[src/rtl/load_store_unit.sv]
// Memory stage: runs one load or store per instruction on a req/ack data bus,
// stalling the CPU until done and returning extended load data or a fault.
module load_store_unit #(
  parameter int unsigned TIMEOUT = 16
) (
  input  logic        clk_i,
  input  logic        rst_i,
  input  logic        mem_read_i,
  input  logic        mem_write_i,
  input  logic [1:0]  size_i,
  input  logic        sign_i,
  input  logic [31:0] addr_i,
  input  logic [31:0] wdata_i,
  output logic        stall_o,
  output logic        done_o,
  output logic [31:0] rdata_o,
  output logic        err_o,
  output logic        bus_req_o,
  output logic        bus_we_o,
  output logic [31:0] bus_addr_o,
  output logic [3:0]  bus_be_o,
  output logic [31:0] bus_wdata_o,
  input  logic        bus_ack_i,
  input  logic [31:0] bus_rdata_i
);

  typedef enum logic [1:0] {
    S_IDLE = 2'b00,
    S_REQ  = 2'b01,
    S_DONE = 2'b10
  } state_t;

  localparam logic [7:0] CNT_LAST = 8'(TIMEOUT - 1);

  state_t      r_state;
  state_t      w_next;
  logic [7:0]  r_cnt;
  logic [1:0]  r_lane;
  logic [1:0]  r_size;
  logic        r_sign;

  logic        w_access;
  logic        w_fault;
  logic        w_timeout;
  logic [3:0]  w_be;
  logic [31:0] w_wdata;
  logic [31:0] w_shift;
  logic [31:0] w_load;

  assign w_access  = mem_read_i | mem_write_i;
  assign w_timeout = (r_cnt == CNT_LAST);

  always_comb begin
    w_fault = 1'b0;
    w_be    = '0;
    w_wdata = wdata_i;
    case (size_i)
      2'b00: begin
        w_be    = 4'b0001 << addr_i[1:0];
        w_wdata = {4{wdata_i[7:0]}};
      end
      2'b01: begin
        w_fault = addr_i[0];
        w_be    = addr_i[1] ? 4'b1100 : 4'b0011;
        w_wdata = {2{wdata_i[15:0]}};
      end
      2'b10: begin
        w_fault = (addr_i[1:0] != 2'b00);
        w_be    = 4'b1111;
      end
      default: w_fault = 1'b1;
    endcase
    if (mem_read_i && mem_write_i) w_fault = 1'b1;
  end

  // Lane shift then width select; word loads never extend so sign is moot.
  always_comb begin
    w_shift = bus_rdata_i >> {r_lane, 3'b000};
    case (r_size)
      2'b00:   w_load = r_sign ? {{24{w_shift[7]}}, w_shift[7:0]}
                               : {24'h0, w_shift[7:0]};
      2'b01:   w_load = r_sign ? {{16{w_shift[15]}}, w_shift[15:0]}
                               : {16'h0, w_shift[15:0]};
      default: w_load = w_shift;
    endcase
  end

  always_ff @(posedge clk_i or negedge rst_i) begin
    if (!rst_i) r_state <= S_IDLE;
    else        r_state <= w_next;
  end

  always_comb begin
    w_next    = r_state;
    stall_o   = 1'b0;
    done_o    = 1'b0;
    bus_req_o = 1'b0;
    case (r_state)
      S_IDLE: begin
        stall_o = w_access;
        if (w_access) w_next = w_fault ? S_DONE : S_REQ;
      end
      S_REQ: begin
        stall_o   = 1'b1;
        bus_req_o = 1'b1;
        if (bus_ack_i || w_timeout) w_next = S_DONE;
      end
      S_DONE: begin
        done_o = 1'b1;
        w_next = S_IDLE;
      end
      default: w_next = S_IDLE;
    endcase
  end

  always_ff @(posedge clk_i or negedge rst_i) begin
    if (!rst_i) begin
      r_cnt       <= '0;
      r_lane      <= '0;
      r_size      <= '0;
      r_sign      <= 1'b0;
      rdata_o     <= '0;
      err_o       <= 1'b0;
      bus_we_o    <= 1'b0;
      bus_addr_o  <= '0;
      bus_be_o    <= '0;
      bus_wdata_o <= '0;
    end else begin
      case (r_state)
        S_IDLE: begin
          if (w_access) begin
            r_cnt  <= '0;
            r_lane <= addr_i[1:0];
            r_size <= size_i;
            r_sign <= sign_i;
            if (w_fault) begin
              err_o   <= 1'b1;
              rdata_o <= '0;
            end else begin
              bus_we_o    <= mem_write_i;
              bus_addr_o  <= {addr_i[31:2], 2'b00};
              bus_be_o    <= w_be;
              bus_wdata_o <= w_wdata;
            end
          end
        end
        S_REQ: begin
          // Ack is checked before the timeout so a last-cycle ack succeeds.
          if (bus_ack_i) begin
            err_o   <= 1'b0;
            rdata_o <= w_load;
          end else if (w_timeout) begin
            err_o   <= 1'b1;
            rdata_o <= '0;
          end else begin
            r_cnt <= r_cnt + 8'd1;
          end
        end
        default: ;
      endcase
    end
  end

endmodule
[config.mk]
export PLATFORM = sky130hd
export DESIGN_NAME = load_store_unit
export DESIGN_NICKNAME = d
export VERILOG_FILES = /design/src/rtl/load_store_unit.sv
export SDC_FILE = /design/constraint.sdc
export NUM_CORES = 1
export LEC_CHECK = 0
export ABC_AREA = 1
export CAP_MARGIN = 10
export CORE_UTILIZATION = 45
export DETAILED_ROUTE_END_ITERATION = 7
export GPL_TIMING_DRIVEN = 0
export HOLD_SLACK_MARGIN = 0.12
export PLACE_DENSITY = 0.88
export SLEW_MARGIN = 40
export SYNTH_ARGS = -nofsm -noshare
export SYNTH_HDL_FRONTEND = slang
export SYNTH_SLANG_ARGS = --single-unit
[constraint.sdc]
create_clock -name clk_i -period 2 [get_ports clk_i]
set_input_delay 0.4 -clock clk_i [delete_from_list [all_inputs] [get_ports clk_i]]
set_output_delay 0.4 -clock clk_i [all_outputs]
set_load 0.05 [all_outputs]
==> impl_metrics.ini <==
[power]
p_per_area_nw_per_um2 = 1740
p_leak_nw = 5.17
power.total_mw = 15.2
irDropWorstVdd_mv = 1.16

[route]
via_count = 5838
wl_per_cell_um = 15.5
drc = 0
drt_iter0_drc = 385
detail-route-antenna-nets = 0
vias_per_cell = 5.05
routed_wl_um = 17900
drt-pass1-iter-count = 5

[floorplanning]
design.core.area_um2 = 12200
ios = 209
design.die.area_um2 = 13100
die_h_um = 115
rows = 40
die_x_um = 115
start_util_pct = 46.9

[worst_setup_path]
cp-endpoint = bus_wdata_o[12]
path_delay_family = buffers and inverters
crit_path_end_kind = output pin
start_kind = flop
crit_cells = 1
required_ns = 1.60
reg2reg_depth = 7
path_max_fanout = 2
cpMaxStageDelayCell = clkdlybuf4s50_1
startpoint = bus_wdata_o[12]
crit_buf_inv = 1
r2r_setup_slack_ns = 0.17
timing.rr.end = rdata_o[20]
critical_path_class = reg -> out
r2r-start = r_cnt[0]
cp_slowest_stage_delay_ns = 0.81
worstPathCellList = clkdlybuf4s50_1
arrival_ns = 1.58

[worst_hold_path]
hold_class = reg -> reg

[logic_synthesis]
synth_edf_count = 0
syn_avg_cell_area_um2 = 7.62
ys_types = 29
synth_warnings = 0
synth-seq-cells = 115
async_flop_share_pct = 100
synthFlopType = dfrtp_1
synthCells = 749
netlist_area_um2 = 5710
synth-seq-area-share_pct = 50.4

[cts]
htreeDepth = 4
tritoncts = done
cts_buffer_depth = 2
cts_made_buffers = 17
clock-sinks = 115
clkLatencyLatePin_ns = 0.42
postCtsSetupBuffers = 0
cts_root_buffer = clkbuf_16
clk_pin_slew_worst_paths_ns = 0.05

[grt]
grt_use_total_pct = 28.4
grt_max_degree = 72
grt.overflow.total = 0
grt_pass1_vias = 5847
grt_pass1_wl_um = 28400
antenna_found_initial = 0

[layout]
nFillCells = 921
antenna_cells = 0
drive_above_1_share_pct = 7.99
syn2layout_area_growth_pct = 52.5
final_area_um2 = 8700
utilization_pct = 71.6
final_nets = 1081

[sta]
setup_violations = 0
fin_hold_ws_ns = 0.462
slew_headroom_pct = 60.7
slew_viol_final = 0
finClkSkew_ns = 0.00880
max_freq_ghz = 0.506
hold_viol = 0
rsz0062_at_grt = false
period_share_pct = 98.8
max_slew.worst_pin.slew_ns = 0.587
setup_ws_ns = 0.0249
final.min_clock_period_ns = 1.98

[run]
maxCapViolCount = 0

[place]
gp_congestion = 0.944
post-place-ws_ns = -0.391
place_area_um2 = 8010
hpwlAfterDp_um = 12500
io_buffers = 205

[outcome]
outcome = completed
## worst min path at each step
stage | cells after the start | to | slack (ns) | startpoint
floorplan | 0 | bus_addr_o[10] | 0.10 | rst_i
finish | 2 | rdata_o[5] | 0.46 | rdata_o[5]
global placement | 2 | rdata_o[5] | 0.45 | rdata_o[5]
global route | 2 | rdata_o[21] | 0.49 | rdata_o[21]
CTS | 4 | bus_wdata_o[17] | 0.43 | size_i[1]
detailed placement | 1 | rdata_o[14] | 0.32 | rst_i
## kinds of logic after synthesis
group / share of synthesized area, %
DFF: 50.4
and+or+nand+nor: 28.5
buffers and inverters: 8.35
adders and majority gates: 0.219
xor gates and xnor gates: 0.461
AOI/OAI and AO/OA: 12.0
other: 0.0657
## cell type report
type / count / area (um^2) / share of cell area (%)
multi-input cells: 534 / 2360 / 27.1
repair buffers: 207 / 2200 / 25.3
clock inverters: 10 / 106 / 1.22
well taps: 168 / 210 / 2.41
flip-flops and latches: 115 / 2880 / 33.1
inverters: 57 / 214 / 2.46
plain buffers: 44 / 263 / 3.02
clock buffers: 22 / 474 / 5.45
## through the flow
step | std cells | TNS (ns)
detailed placement | 1124 | -5.16
finish | 1157 | 0
floorplan | 750 | 0
global placement | 1123 | -455.63
global route | 1157 | 0
CTS | 1157 | 0
## where the power goes
group | total (mW) | switching [mW] | internal (mW)
clock | 3.00 | 1.08 | 1.92
sequential | 3.86 | 0.551 | 3.31
combinational | 8.32 | 5.84 | 2.47
## cell usage after synthesis, drive strengths merged (2+ instances only)
cell	number	area (um^2)
nor2	49	194
inv	57	214
dfrtp	115	2880
o21ai	80	408
a21oi	43	215
nand3	53	295
clkbuf	13	50.0
o211ai	7	52.6
buf	31	213
xnor2	2	17.5
nand2	293	1110
nand4	2	27.5
## state kept, by name, indices dropped and copies added (netlist names), 2 cells and up
register and count:
r_state 2, rdata_o 32, bus_be_o 4, r_size 2
bus_wdata_o 32, r_lane 2, bus_addr_o 30, r_cnt 8
## placed cells by master (no fill, tap or decap), types with 4 or more instances in the layout
master / count
clkdlybuf4s50_1: 110
o21ai_1: 50
inv_1: 54
dlymetal6s2s_1: 61
dfrtp_1: 115
nor2_1: 47
buf_4: 7
o211ai_1: 7
o21ai_0: 28
buf_2: 15
clkbuf_1: 14
buf_6: 7
dlygate4sd2_1: 31
nand3_1: 50
a21oi_1: 43
nand2_2: 4
clkbuf_16: 17
clkinv_2: 6
nand2_1: 289
## timing repair
item / 4_1_cts / 5_1_grt
hold buffers: 1 / 0
resized for setup: 39 / 65
setup endpoints to repair: 33 / 76
endpoints found under the hold margin: 44 / 0
## routing by layer
metal  part of all wire (%)  vias to the layer above  track usage, %
li1                       -                     2832               -
met1                     39                     2677            33.3
met2                     48                      286            47.0
met3                     10                       43            10.2
met4                    2.6                        0            12.4
met5                      0                        -               0
No activity file was read; power rests on OpenSTA's default activity.
